### src/rtl/alu_rr_scheduler.sv
// alu_rr_scheduler
//   Shares one small signed ALU between two requesters using round-robin
//   arbitration. One operation is in flight at a time: IDLE accepts a
//   request, EXEC lets the ALU settle for one cycle, and RESP holds the
//   captured result until the consumer takes it.
//
// Ports
//   clk_2, reset_n          clock (rising edge), async active-low reset
//   req_valid / req_ready   per-requester request handshake (bit i = req i)
//   req0_A/B/F, req1_A/B/F  operands and function select of each requester
//   alu_A/B/F               registered operands/select driven to the ALU
//   alu_result/overflow     combinational ALU outputs, captured in EXEC
//   rsp_valid / rsp_ready   response handshake
//   rsp_id                  requester that issued the response
//   rsp_result/overflow     captured ALU result and flag
//   busy                    high whenever the FSM is not in IDLE
//   op_count                completed responses, wraps at 2^NBITS_COUNT
module alu_rr_scheduler #(
  parameter int NBITS_OPERAND          = 3,
  parameter int NBITS_OPERATION_SELECT = 2,
  parameter int NBITS_OPERATION_RESULT = 7,
  parameter int NBITS_COUNT            = 8
) (
  input  logic                              clk_2,
  input  logic                              reset_n,
  input  logic [1:0]                        req_valid,
  output logic [1:0]                        req_ready,
  input  logic [NBITS_OPERAND-1:0]          req0_A,
  input  logic [NBITS_OPERAND-1:0]          req0_B,
  input  logic [NBITS_OPERATION_SELECT-1:0] req0_F,
  input  logic [NBITS_OPERAND-1:0]          req1_A,
  input  logic [NBITS_OPERAND-1:0]          req1_B,
  input  logic [NBITS_OPERATION_SELECT-1:0] req1_F,
  output logic [NBITS_OPERAND-1:0]          alu_A,
  output logic [NBITS_OPERAND-1:0]          alu_B,
  output logic [NBITS_OPERATION_SELECT-1:0] alu_F,
  input  logic [NBITS_OPERATION_RESULT-1:0] alu_result,
  input  logic                              alu_overflow,
  output logic                              rsp_valid,
  input  logic                              rsp_ready,
  output logic                              rsp_id,
  output logic [NBITS_OPERATION_RESULT-1:0] rsp_result,
  output logic                              rsp_overflow,
  output logic                              busy,
  output logic [NBITS_COUNT-1:0]            op_count
);

  typedef enum logic [1:0] {
    IDLE = 2'd0,
    EXEC = 2'd1,
    RESP = 2'd2
  } state_t;

  state_t                              state_q, state_d;
  logic                                last_grant_q, last_grant_d;
  logic [NBITS_OPERAND-1:0]            alu_a_q, alu_a_d;
  logic [NBITS_OPERAND-1:0]            alu_b_q, alu_b_d;
  logic [NBITS_OPERATION_SELECT-1:0]   alu_f_q, alu_f_d;
  logic                                rsp_valid_q, rsp_valid_d;
  logic                                rsp_id_q, rsp_id_d;
  logic [NBITS_OPERATION_RESULT-1:0]   rsp_result_q, rsp_result_d;
  logic                                rsp_overflow_q, rsp_overflow_d;
  logic [NBITS_COUNT-1:0]              op_count_q, op_count_d;
  logic                                grant;

  always_comb begin
    state_d        = state_q;
    last_grant_d   = last_grant_q;
    alu_a_d        = alu_a_q;
    alu_b_d        = alu_b_q;
    alu_f_d        = alu_f_q;
    rsp_valid_d    = rsp_valid_q;
    rsp_id_d       = rsp_id_q;
    rsp_result_d   = rsp_result_q;
    rsp_overflow_d = rsp_overflow_q;
    op_count_d     = op_count_q;
    grant          = 1'b0;
    req_ready      = 2'b00;

    unique case (state_q)
      IDLE: begin
        // reset_n gates the handshake so req_ready stays low while reset
        // is held, even though the state register already reads IDLE.
        if (reset_n && (req_valid != 2'b00)) begin
          // On contention the requester that did not win last time goes.
          if (req_valid == 2'b11) grant = ~last_grant_q;
          else                    grant = req_valid[1];
          req_ready    = grant ? 2'b10 : 2'b01;
          alu_a_d      = grant ? req1_A : req0_A;
          alu_b_d      = grant ? req1_B : req0_B;
          alu_f_d      = grant ? req1_F : req0_F;
          rsp_id_d     = grant;
          last_grant_d = grant;
          state_d      = EXEC;
        end
      end
      EXEC: begin
        rsp_result_d   = alu_result;
        rsp_overflow_d = alu_overflow;
        rsp_valid_d    = 1'b1;
        state_d        = RESP;
      end
      RESP: begin
        if (rsp_ready) begin
          rsp_valid_d = 1'b0;
          op_count_d  = op_count_q + {{(NBITS_COUNT-1){1'b0}}, 1'b1};
          state_d     = IDLE;
        end
      end
      default: state_d = IDLE;
    endcase
  end

  always_ff @(posedge clk_2 or negedge reset_n) begin
    if (!reset_n) begin
      state_q        <= IDLE;
      last_grant_q   <= 1'b1;
      alu_a_q        <= '0;
      alu_b_q        <= '0;
      alu_f_q        <= '0;
      rsp_valid_q    <= 1'b0;
      rsp_id_q       <= 1'b0;
      rsp_result_q   <= '0;
      rsp_overflow_q <= 1'b0;
      op_count_q     <= '0;
    end else begin
      state_q        <= state_d;
      last_grant_q   <= last_grant_d;
      alu_a_q        <= alu_a_d;
      alu_b_q        <= alu_b_d;
      alu_f_q        <= alu_f_d;
      rsp_valid_q    <= rsp_valid_d;
      rsp_id_q       <= rsp_id_d;
      rsp_result_q   <= rsp_result_d;
      rsp_overflow_q <= rsp_overflow_d;
      op_count_q     <= op_count_d;
    end
  end

  assign alu_A        = alu_a_q;
  assign alu_B        = alu_b_q;
  assign alu_F        = alu_f_q;
  assign rsp_valid    = rsp_valid_q;
  assign rsp_id       = rsp_id_q;
  assign rsp_result   = rsp_result_q;
  assign rsp_overflow = rsp_overflow_q;
  assign op_count     = op_count_q;
  assign busy         = (state_q != IDLE);

endmodule

### config.mk
export PLATFORM = sky130hd
export DESIGN_NAME = alu_rr_scheduler
export DESIGN_NICKNAME = d
export VERILOG_FILES = /design/src/rtl/alu_rr_scheduler.sv
export SDC_FILE = /design/constraint.sdc
export NUM_CORES = 1
export LEC_CHECK = 0
export CAP_MARGIN = 25
export CORE_ASPECT_RATIO = 1.25
export CORE_MARGIN = 2
export CORE_UTILIZATION = 30
export DETAILED_ROUTE_END_ITERATION = 12
export PLACE_DENSITY_LB_ADDON = 0.05
export SLEW_MARGIN = 30
export SYNTH_ARGS = -nofsm -noshare
export SYNTH_HDL_FRONTEND = slang
export SYNTH_SLANG_ARGS = --single-unit
### constraint.sdc
create_clock -name clk_2 -period 1.5 [get_ports clk_2]
set_input_delay 0.375 -clock clk_2 [delete_from_list [all_inputs] [get_ports clk_2]]
set_output_delay 0.375 -clock clk_2 [all_outputs]
set_load 0.05 [all_outputs]
==> results_dict.tcl, run 1 <==
set metrics [dict create \
    status "finished with violations" \
    violations "setup timing" \
    seq_power_share_pct 28.4 \
    crit_buf_inv 1 \
    die_w_um 61.9 \
    overflow 0 \
    netSwitchingFraction_pct 41.9 \
    drive_gt1_share_pct 43.4 \
    place_area_um2 2260 \
    dr.pass1.iters 4 \
    cp_top_family "simple AND/OR/NAND/NOR gates" \
    grt_usage_pct 15.3 \
    ir_drop_mv 1.27 \
    antennaDiodeCount 0 \
    clkTransAtPathRegs_ns 0.06 \
    leakagePower_uw 0.00105 \
    drt_iter0_markers 65 \
    die_area_um2 4720 \
    drc 0 \
    antenna_found_initial 0 \
    synth.cell_area_um2 1250 \
    cts_tree "built" \
    drv_cap 0 \
    ant_nets 0 \
    clkLatencyLatePin_ns 0.28 \
    num_vias 1055 \
    final_util_pct 59.7 \
    synth_nets 124 \
    wire_per_inst_um 14.4 \
    chipHeight_um 76.3 \
    cts_buffer_depth 2 \
    clkPwrFrac_pct 11.7 \
    rows 26 \
    pin_count 58 \
    worstSetupPathType "reg -> out" \
    slew_viol_final 0 \
    setup_viol 3 \
    area_growth_pct 93.3 \
    synth_area_per_cell_um2 13.4 \
    max_slew_margin_pct 77.5 \
    routabilityCongestion 0.744 \
    ys_warn_count 0 \
    grt_pass1_vias 1138 \
    p_comb_share_pct 59.9 \
    fin_worst_skew_ns 0.00425 \
    critPathMaxFanout 3 \
    layout_setup_ws_ns -0.346 \
    cp_slowest_cell "or3b_4" \
    period_minus_slack_ns 1.85 \
    routed_wl_um 3310 \
    cp.arrival_ns 1.47 \
    end_kind "output port" \
    grt_max_degree 31 \
    rsz0062_at_grt "yes" \
    max_freq_mhz 542 \
    cp.required_ns 1.12 \
    cts_sinks 29 \
    cts_buffers 5 \
    max_stage_delay_ns 0.43 \
    portBuffers 57 \
    initial_core_util_pct 30.9 \
    period_share_pct 123 \
    viasPerCell 4.61 \
    grt_pass1_wl_um 5290 \
    p_sw_uw 2190 \
    nets 202 \
    core_um2 4070 \
    synth_cell_types 31 \
    htree_levels 2 \
    cts-root-buf "clkbuf_8" \
    ys_seq_area_share_pct 57.9 \
    cts.hold.buffers_added 0 \
    power_density_nw_per_um2 2150 \
    crit_chain "or3b_4, nor3_4, buf_12" \
    power.internal_uw 3030 \
    dp_hpwl_um 2430 \
    syn_inst 94 \
    hold_path.class "in -> async" \
    synth_seq_cells 29 \
    tightest_slew_ns 0.336 \
    design_area_um2 2430 \
    timing.final.hold_violations 0 \
    start_kind "flip-flop" \
]
-- power by group through the flow --
stage,clock (uW),combinational [uW],sequential [uW]
floorplan,0,554,2320
global placement,0,3050,1470
detailed placement,0,3070,1490
CTS,633,3110,1480
global route,686,3260,1530
finish,612,3130,1480
-- synthesized netlist by cell type --
library cell | instances | area share [%]
dfrtp_1 | 28 | 56
mux2_2 | 9 | 8.1
a2bb2oi_1 | 8 | 5.6
o32ai_1 | 8 | 5.6
xor2_1 | 4 | 2.8
nand3_1 | 3 | 1.2
nor2_1 | 3 | 0.90
nor3_1 | 3 | 1.2
xnor2_1 | 3 | 2.1
buf_2 | 2 | 0.80
nor2b_1 | 2 | 1.0
or2_2 | 2 | 1.0
a211o_1 | 1 | 0.70
a21bo_2 | 1 | 0.80
a21oi_1 | 1 | 0.40
a31oi_1 | 1 | 0.50
and2_0 | 1 | 0.50
and3_1 | 1 | 0.50
and4b_1 | 1 | 0.80
clkbuf_1 | 1 | 0.30
clkinv_1 | 1 | 0.30
dfstp_2 | 1 | 2.1
ha_1 | 1 | 1.0
nand2_1 | 1 | 0.30
nand3b_1 | 1 | 0.60
nand4_1 | 1 | 0.50
nor2_8 | 1 | 1.6
nor3b_1 | 1 | 0.60
nor3b_2 | 1 | 1.0
o21a_1 | 1 | 0.60
or3b_4 | 1 | 0.90
-- metal layers --
metal | share of wire [%] | wire length [um] | global-route usage (%)
met5 | 0 | 0 | 0
met4 | 1.7 | 55 | 5.74
met3 | 6.8 | 224 | 5.94
met2 | 53 | 1740 | 24.7
met1 | 39 | 1280 | 17.7
-- path summary, 6_finish.rpt --
path,from,endpoint,slack [ns],cells after the start
hold / removal,reset_n,alu_B[0],0.25,2
min in group clk_2,last_grant_q,last_grant_q,0.56,2
hold reg to reg,last_grant_q,last_grant_q,0.56,2
setup / recovery,state_q[0],req_ready[0],-0.35,3
max in group asynchronous,reset_n,last_grant_q,0.98,2
setup reg to reg,state_q[0],op_count[1],0.02,5
-- cells by family after synthesis --
logic type	count (synthesis)	share of synthesized area, %
mux	9	8.08
simple gates	23	12.6
flops	29	57.9
xor+xnor	7	4.89
buf+inv	4	1.40
fa+ha+maj	1	0.997
compound gates	21	14.2
-- sequential cells by signal, summed over array words and instances, names as in the netlist, 2 cells and up --
name	cells
state_q	2
alu_A	3
op_count	8
rsp_result	7
alu_F	2
alu_B	3
-- layout make-up --
| type | count | area, um^2 |
|---|---|---|
| fillers | 353 | 1640 |
| repair buffers | 74 | 993 |
| flip-flops and latches | 29 | 727 |
| multi-input cells | 61 | 549 |
| clock buffers | 6 | 72.6 |
| well taps | 56 | 70.1 |
| clock inverters | 2 | 10.0 |
| inverters | 1 | 3.75 |
-- cells in the final DEF, fill, tap and decap left out, drive strengths merged, types with 2 or more instances in the layout --
master,synthesis,final
nor2b,2,2
nor3b,2,2
nor3,3,3
clkdlybuf4s50,0,27
clkbuf,1,6
dfrtp,28,28
clkinv,1,3
nor2,4,4
nand3,3,3
xor2,4,4
buf,2,46
a2bb2oi,8,8
xnor2,3,3
or2,2,2
o32ai,8,8
mux2,9,9
-- metrics by stage --
step	setup WS (ns)	total power, uW	std cells	TNS [ns]	hold slack [ns]
floorplan	-0.229	2870	94	-0.541	0.0794
CTS	-0.370	5220	224	-0.795	0.306
global route	-0.397	5470	229	-1.34	0.277
global placement	-0.542	4520	216	-6.52	0.516
detailed placement	-0.558	4570	216	-6.88	0.532
finish	-0.346	5220	229	-0.881	0.252
-- repair_timing --
item / 4_1_cts / 5_1_grt
endpoints found under the setup margin: 14 / 13
pin swaps: 2 / 2
buffers inserted: 1 / 5
resized for setup: 5 / 6
Note: power is estimated with default switching activity, not from simulation.
==> run 2, diff against run 1 <==
Settings changed: REMOVE_ABC_BUFFERS from default to 1.
==> run 2 against run 1 <==
The flow still finishes with violations (setup timing). Worst hold slack better by 0.020 ns. Maximum frequency decreased by 2.2%. Die area stayed put. Routed wire length up 0.94%. Via count is 0.47% higher. Critical path depth rose by 1. Clock power hardly changed. Clock skew increased by 0.0015 ns. First-iteration DRC count fell by 71%. Total power is 1.2% higher. Critical path type unchanged. Critical endpoint unchanged. Largest cell class unchanged. Largest power group unchanged.
==> results_dict.tcl, run 2 (synthesized netlist as in run 1, its figures left out) <==
set metrics [dict create \
    status "finished with violations" \
    violations "setup timing" \
    num_vias 1060 \
    end_kind "output port" \
    start_kind "flip-flop" \
    grt_usage_pct 15.4 \
    tightest_slew_ns 0.351 \
    die_w_um 61.9 \
    rsz0062_at_grt "yes" \
    ir_drop_mv 1.43 \
    timing.final.hold_violations 0 \
    seq_power_share_pct 28.0 \
    regArea_um2 727 \
    place_area_um2 2270 \
    initial_core_util_pct 30.9 \
    final-instance-count-excl-fill 230 \
    routed_wl_um 3340 \
    portBuffers 57 \
    period_minus_slack_ns 1.89 \
    grt_pass1_wl_um 5350 \
    overflow 0 \
    period_share_pct 126 \
    p_comb_share_pct 60.5 \
    antenna_found_initial 0 \
    crit_chain "or3b_4, nor3_2, buf_4, buf_12" \
    max_freq_mhz 530 \
    power_density_nw_per_um2 2140 \
    tns_ns -0.917 \
    design_area_um2 2470 \
    cts_buffers 5 \
    grt_pass1_vias 1121 \
    n_fill_cell 349 \
    rows 26 \
    pin_count 58 \
    viasPerCell 4.61 \
    die_area_um2 4720 \
    dp_hpwl_um 2460 \
    max_slew_margin_pct 76.6 \
    cp.arrival_ns 1.51 \
    chipHeight_um 76.3 \
    worstSetupPathType "reg -> out" \
    clkPwrFrac_pct 11.5 \
    largest_reg_flops 8 \
    dr.pass1.iters 4 \
    layout_setup_ws_ns -0.388 \
    wire_per_inst_um 14.5 \
    fin_worst_skew_ns 0.00575 \
    dp.cells 219 \
    power.internal_uw 3080 \
    cp.required_ns 1.12 \
    slew_viol_final 0 \
    drt_iter0_markers 19 \
    clkTransAtPathRegs_ns 0.06 \
    grt_max_degree 31 \
    routabilityCongestion 0.791 \
    drive_gt1_share_pct 44.3 \
    max_stage_delay_ns 0.42 \
    clkLatencyLatePin_ns 0.28 \
    cts_sinks 29 \
    nets 203 \
    layout_common_cells "dfrtp_1 (28), buf_12 (28), clkdlybuf4s50_1 (26)" \
    drc 0 \
    cts_buffer_depth 2 \
    drv_cap 0 \
    cts-root-buf "clkbuf_8" \
    p_sw_uw 2210 \
    core_um2 4070 \
    cts_tree "built" \
    multi_input_area_um2 574 \
    setup_viol 3 \
    cts.hold.buffers_added 0 \
    cp_slowest_cell "or3b_4" \
    htree_levels 2 \
    leakagePower_uw 0.00108 \
    ant_nets 0 \
    antennaDiodeCount 0 \
    netSwitchingFraction_pct 41.8 \
    hold_path.class "in -> async" \
    area_growth_pct 96.7 \
    pre_cts_ws_ns -0.611 \
    critPathMaxFanout 3 \
]
## run 2: path summary, 6_finish.rpt
check,startpoint,to,depth (start not counted),slack (ns)
setup / recovery,state_q[1],req_ready[0],4,-0.39
hold reg to reg,op_count[7],op_count[7],1,0.53
setup reg to reg,state_q[1],op_count[7],6,0.02
hold / removal,reset_n,alu_F[1],2,0.27
min in group clk_2,op_count[7],op_count[7],1,0.53
max in group asynchronous,reset_n,last_grant_q,2,0.95
## run 2: layout make-up
| cell class | count | share of cell area [%] |
|---|---|---|
| Inverter | 1 | 0.152 |
| Sequential cell | 29 | 29.4 |
| Multi-Input combinational cell | 61 | 23.3 |
| Clock buffer | 6 | 2.94 |
| Timing Repair Buffer | 75 | 41.0 |
| Clock inverter | 2 | 0.405 |
| Tap cell | 56 | 2.84 |
## run 2: power groups by stage
stage / Clock (uW) / Combinational, uW / Sequential [uW]
6_report: 609 / 3200 / 1480
4_1_cts: 633 / 3130 / 1480
3_5_place_dp: 0 / 3070 / 1490
2_1_floorplan: 0 / 529 / 2320
5_1_grt: 661 / 3310 / 1530
3_3_place_gp: 0 / 3040 / 1480
## run 2: through the flow
| step | hold WS [ns] | power (uW) | utilization, % |
|---|---|---|---|
| after floorplan | 0.0794 | 2850 | - |
| after global placement | 0.513 | 4520 | 55.9 |
| after detailed placement | 0.526 | 4560 | 55.9 |
| after CTS | 0.281 | 5250 | 58.9 |
| after global routing | 0.291 | 5500 | 60.7 |
| final | 0.273 | 5280 | 60.7 |
## run 2: worst max-delay path, delay by kind of cell, from the launching register on
family | cells | cell delay (ns)
buffers and inverters | 2 | 0.26
and+or+nand+nor | 2 | 0.59
DFF | 1 | 0.38
## run 2: repair_timing
item,4_1_cts,5_1_grt
buffers inserted,3,2
cloned,0,0
endpoints found under the setup margin,13,10
pin swaps,1,2
gates resized for setup,9,13
## run 2: layer usage
metal / wire (um) / track usage (%) / up-vias / part of all wire [%]
met5: 0 / 0 / - / 0
met1: 1370 / 19.5 / 509 / 41
met3: 219 / 6.11 / 6 / 6.6
met4: 52 / 5.74 / 0 / 1.6
li1: - / - / 512 / -
met2: 1690 / 23.3 / 33 / 51
==> RTL change 1, RTL diff (settings of run 1) <==
`NBITS_OPERAND`: 3 -> 6.
--- a/src/rtl/alu_rr_scheduler.sv
+++ b/src/rtl/alu_rr_scheduler.sv
@@ -18,3 +18,3 @@
 module alu_rr_scheduler #(
-  parameter int NBITS_OPERAND          = 3,
+  parameter int NBITS_OPERAND          = 6,
   parameter int NBITS_OPERATION_SELECT = 2,
Ports: changed (6 resized); port bits go from 58 to 76. The function was not compared with the original's and may differ.
==> RTL change 1 against run 1 <==
  * Highest routed layer unchanged
  * Power increased by 27%
  * Largest power group unchanged
  * Sequential cell count is 6 higher
  * Final area up 30%
  * Via count is 34% higher
  * Cell count up 27%
  * The run still ends with negative setup slack left
  * Worst setup slack lost 0.0080 ns
  * Area after synthesis increased by 27%
  * Routed wire length increased by 41%
==> RTL change 1: results (changes against run 1) <==
biggest cell delay along the critical path=0.53 ns (+0.10 ns); post-route antenna net violation count=0 (unchanged); most used flip-flop cell after synthesis=sky130_fd_sc_hd__dfrtp_1; number of distinct library cells after synthesis=29 (-6.5%); number of nets in the layout=270 (+34%); total setup violations reported at the end of the flow=8 (+5); post-detailed-route via-to-cell ratio=4.87 (+5.7%); synthesized net count=172 (+39%); count of buffers from port buffering=75 (+32%); critical-path maximum fanout=2 (-1); leak pwr=0.00137 uW (+31%); Final Worst Setup Slack=-0.354 ns (-0.00799 ns); failing checks=negative setup slack; wire per inst=16.0 um (+11%); slowest cell on the critical path=sky130_fd_sc_hd__dfstp_2; drt first-iter violations=62 (-4.6%); routability congestion estimate from global placement=0.702 (-5.6%); register area share after synthesis=55.1% (-2.8 points); fraction of layout instances using a drive strength above 1=43.2% (-0.12 points); run status=finished, violations left; cell types occupying the most area after synthesis=sky130_fd_sc_hd__dfrtp_1, sky130_fd_sc_hd__a221o_1, sky130_fd_sc_hd__mux2_2; all-layer global routing usage=15.6% (+0.29 points); Slew Limit Headroom=76.5% (-1.1 points); total clock buffers created by CTS=5 (unchanged); internal power of the cells=3830 uW (+26%); HPWL after detailed placement=3380 um (+39%); first-pass GRT wire length=7290 um (+38%); Clock Skews=0.00656 ns (+0.00231 ns); via count of the first global-routing pass=1491 (+31%); top cell types by occurrence after synthesis=sky130_fd_sc_hd__dfrtp_1, sky130_fd_sc_hd__nand2_1, sky130_fd_sc_hd__a221o_1, sky130_fd_sc_hd__nor3_2, sky130_fd_sc_hd__mux2_2; Max VDD drop=1.18 mV (-6.8%); setup_tns=-1.15 ns (-0.265 ns); largest net degree at the start of global routing=28 (-9.7%)
RTL change 1: worst paths after layout:
| check | to | cells after the start | from | slack (ns) |
|---|---|---|---|---|
| max in group asynchronous | op_count[3]$_DFFE_PN0P_ | 3 | reset_n | 1.00 |
| min in group clk_2 | op_count[7]$_DFFE_PN0P_ | 1 | op_count[7]$_DFFE_PN0P_ | 0.53 |
| worst max register to register | alu_B[2]$_DFFE_PN0P_ | 6 | last_grant_q$_DFFE_PN1P_ | -0.09 |
| worst min register to register | op_count[7]$_DFFE_PN0P_ | 1 | op_count[7]$_DFFE_PN0P_ | 0.53 |
| worst max-delay path | req_ready[0] | 4 | last_grant_q$_DFFE_PN1P_ | -0.35 |
| worst min-delay path | rsp_id$_DFFE_PN0P_ | 2 | reset_n | 0.05 |
RTL change 1: area by class of cell:
class | instances | area (sq um)
Inverter | 2 | 11.3
Fill cell | 408 | 1930
Clock buffer | 7 | 96.3
Tap cell | 62 | 77.6
Multi-Input combinational cell | 84 | 728
Clock inverter | 1 | 7.51
Sequential cell | 35 | 877
Timing Repair Buffer | 100 | 1360
RTL change 1: kinds of logic (layout without fill, tap and decap cells):
group	Yosys count	after routing	synth area share (%)
and+or+nand+nor	49	49	19.3
DFF	35	35	55.1
AOI/OAI and AO/OA	18	18	10.5
buffers and inverters	11	110	4.01
muxes	9	9	6.37
xor gates and xnor gates	7	7	3.85
adders and majority gates	1	1	0.786
RTL change 1: routing by layer:
metal | global-route usage [%] | vias to the layer above | wire (um)
li1 | - | 667 | -
met1 | 17.8 | 705 | 1800
met2 | 28.2 | 41 | 2580
met3 | 4.04 | 4 | 221
met4 | 4.99 | 0 | 44
met5 | 0 | - | 0
RTL change 1: per-stage QoR:
step | instance area (sq um) | setup WS (ns) | instances
CTS | 3000 | -0.363 | 288
floorplan | 1600 | -0.239 | 130
detailed placement | 2850 | -0.386 | 278
finish | 3150 | -0.354 | 291
global route | 3150 | -0.408 | 291
global placement | 2850 | -0.348 | 278
RTL change 1: worst max-delay path, delay by kind of cell (launching register included):
| family | cells | cell delay (ns) |
|---|---|---|
| buf+inv | 2 | 0.26 |
| flops | 1 | 0.53 |
| simple gates | 2 | 0.41 |
RTL change 1: power by group through the flow:
stage / clock network [uW] / registers, uW / logic (uW)
4_1_cts: 784 / 1800 / 3960
2_1_floorplan: 0 / 2880 / 666
5_1_grt: 836 / 1850 / 4210
3_5_place_dp: 0 / 1810 / 3890
3_3_place_gp: 0 / 1790 / 3840
6_report: 764 / 1800 / 4060
RTL change 1: repair_timing:
item                       in CTS  in global routing
gates cloned                    0                  2
setup buffers                   2                  2
pin swaps                       0                 25
setup endpoints to repair      17                 17
gates resized for setup         8                 21
==> RTL change 2, RTL diff (config.mk and constraints of run 1) <==
Made on the original files. Encoding of `state_t`: now one-hot (3 bits for 3 states).
--- a/src/rtl/alu_rr_scheduler.sv
+++ b/src/rtl/alu_rr_scheduler.sv
@@ -47,6 +47,6 @@
 
-  typedef enum logic [1:0] {
-    IDLE = 2'd0,
-    EXEC = 2'd1,
-    RESP = 2'd2
+  typedef enum logic [2:0] {
+    IDLE = 3'b001,
+    EXEC = 3'b010,
+    RESP = 3'b100
   } state_t;
Formal check against the unedited RTL: no difference found for any inputs over 10 cycles, from zero or initial values and one cycle with reset_n low; not proved beyond that.
==> RTL change 2 against run 1 <==
  * The run still ends with negative setup slack left
  * Final area increased by 6.9%
  * Synthesized cell count increased by 1.1%
  * Worst setup slack got worse by 0.14 ns
  * Sequential cell count increased by 1
  * Power decreased by 1.8%
  * Routed wire length decreased by 10%
  * Utilization decreased by 0.17 points
  * Area after synthesis increased by 7.3%
  * Clock power decreased by 1%
==> RTL change 2: results (changes against run 1) <==
cell types occupying the most area after synthesis=sky130_fd_sc_hd__dfrtp_1, sky130_fd_sc_hd__mux2_2, sky130_fd_sc_hd__mux2_4; number of fill cells=361 (+2.3%); routed length on met3=254 um (+13%); total setup violations reported at the end of the flow=15 (+12); HPWL after detailed placement=2230 um (-8.6%); Max VDD drop=0.994 mV (-21%); all-layer global routing usage=13.4% (-1.9 points); worst reg2reg startpoint=state_q[0]$_DFFE_PN1P_; number of nets in the layout=208 (+3.0%); # diodes=0 (unchanged); run status=finished, violations left; quantity of gates resized following cts=17 (+12); nature of the critical path startpoint=flop; H-tree depth=2 (unchanged); number of distinct library cells after synthesis=29 (-6.5%); via count of the first global-routing pass=1146 (+0.70%); first-pass GRT wire length=5220 um (-1.4%); Final Worst Setup Slack=-0.486 ns (-0.140 ns); largest net degree at the start of global routing=31 (unchanged); total clock buffers created by CTS=5 (unchanged); top cell types by occurrence after synthesis=sky130_fd_sc_hd__dfrtp_1, sky130_fd_sc_hd__mux2_2, sky130_fd_sc_hd__mux2_4, sky130_fd_sc_hd__nand2_1, sky130_fd_sc_hd__xnor2_1; Clock Skews=0.00274 ns (-0.00151 ns); post-detailed-route via-to-cell ratio=4.43 (-3.8%); fraction of layout instances using a drive strength above 1=52.5% (+9.2 points); failing checks=negative setup slack; flop-to-flop setup slack=-0.47 ns (-0.49 ns); final wirelength=2970 um (-10%); global-route track usage on met1=15.3% (-2.3 points); post-layout total power=5130 uW (-1.8%); class of the most critical hold timing path=reg2reg; end point of the worst hold path=op_count[7]$_DFFE_PN0P_; parity-gate share of the synthesized area counting xor and xnor cells=4.55% (-0.33 points); flip-flop and latch power=1450 uW; Largest register FFs=8 (unchanged); Sw Ratio=39.4% (-2.6 points); power in combinational cells=3080 uW (-2%); routed wire length on met2=1600 um (-8.5%); count of buffers from port buffering=57 (unchanged); path depth of the worst reg2reg path=8 (+3); met2 global-route usage=22.3% (-2.4 points); worst reg2reg endpoint=alu_F[1]$_DFFE_PN0P_; WP data arrival=1.61 ns (+0.14 ns); first-pass iteration count of the detailed router=4 (unchanged); critical-path maximum fanout=3 (unchanged); register area share after synthesis=55.9% (-2.0 points); synthesized net count=125 (+0.81%); WHS=0.528 ns (+0.275 ns); detailed-routing wirelength on met1=1100 um (-14%); synthesized-area fraction occupied by adder cells=0.929% (-0.068 points); Synth Area in Compound Gates=1.86% (-12 points); Slew Limit Headroom=74.8% (-2.8 points); share of synthesized area spent on multiplexers=23.7% (+16 points); drt first-iter violations=38 (-42%); post-CTS setup buffers=9 (+8); leak pwr=0.00114 uW (+9.3%); FFs w/ async S/R, synth=100% (unchanged); setup_tns=-6.49 ns (-5.61 ns); Worst setup endpoint=req_ready[1]; routability congestion estimate from global placement=0.695 (-6.6%); GR Util met3=5.10% (-0.84 points)
RTL change 2: layout make-up:
class                   instances  area (sq um)  share of cell area [%]
flip-flops and latches         30           753                    29.1
repair buffers                 79          1070                    41.3
well taps                      58          72.6                    2.80
multi-input cells              61           612                    23.6
clock buffers                   8          80.1                    3.09
inverters                       1          3.75                   0.145
RTL change 2: worst max-delay path: stages (launching register included):
cell	delay (ns)
sky130_fd_sc_hd__dfstp_2	0.53
sky130_fd_sc_hd__or3b_4	0.42
sky130_fd_sc_hd__nor2_4	0.11
sky130_fd_sc_hd__and2_4	0.15
sky130_fd_sc_hd__buf_12	0.13
RTL change 2: metrics by stage:
stage                     setup WS, ns  std cells  cell area, sq um
after floorplan                 -0.465         95              1360
after global placement          -0.568        220              2370
after detailed placement        -0.595        220              2370
after CTS                       -0.497        237              2580
after global routing            -0.551        237              2590
final                           -0.486        237              2590
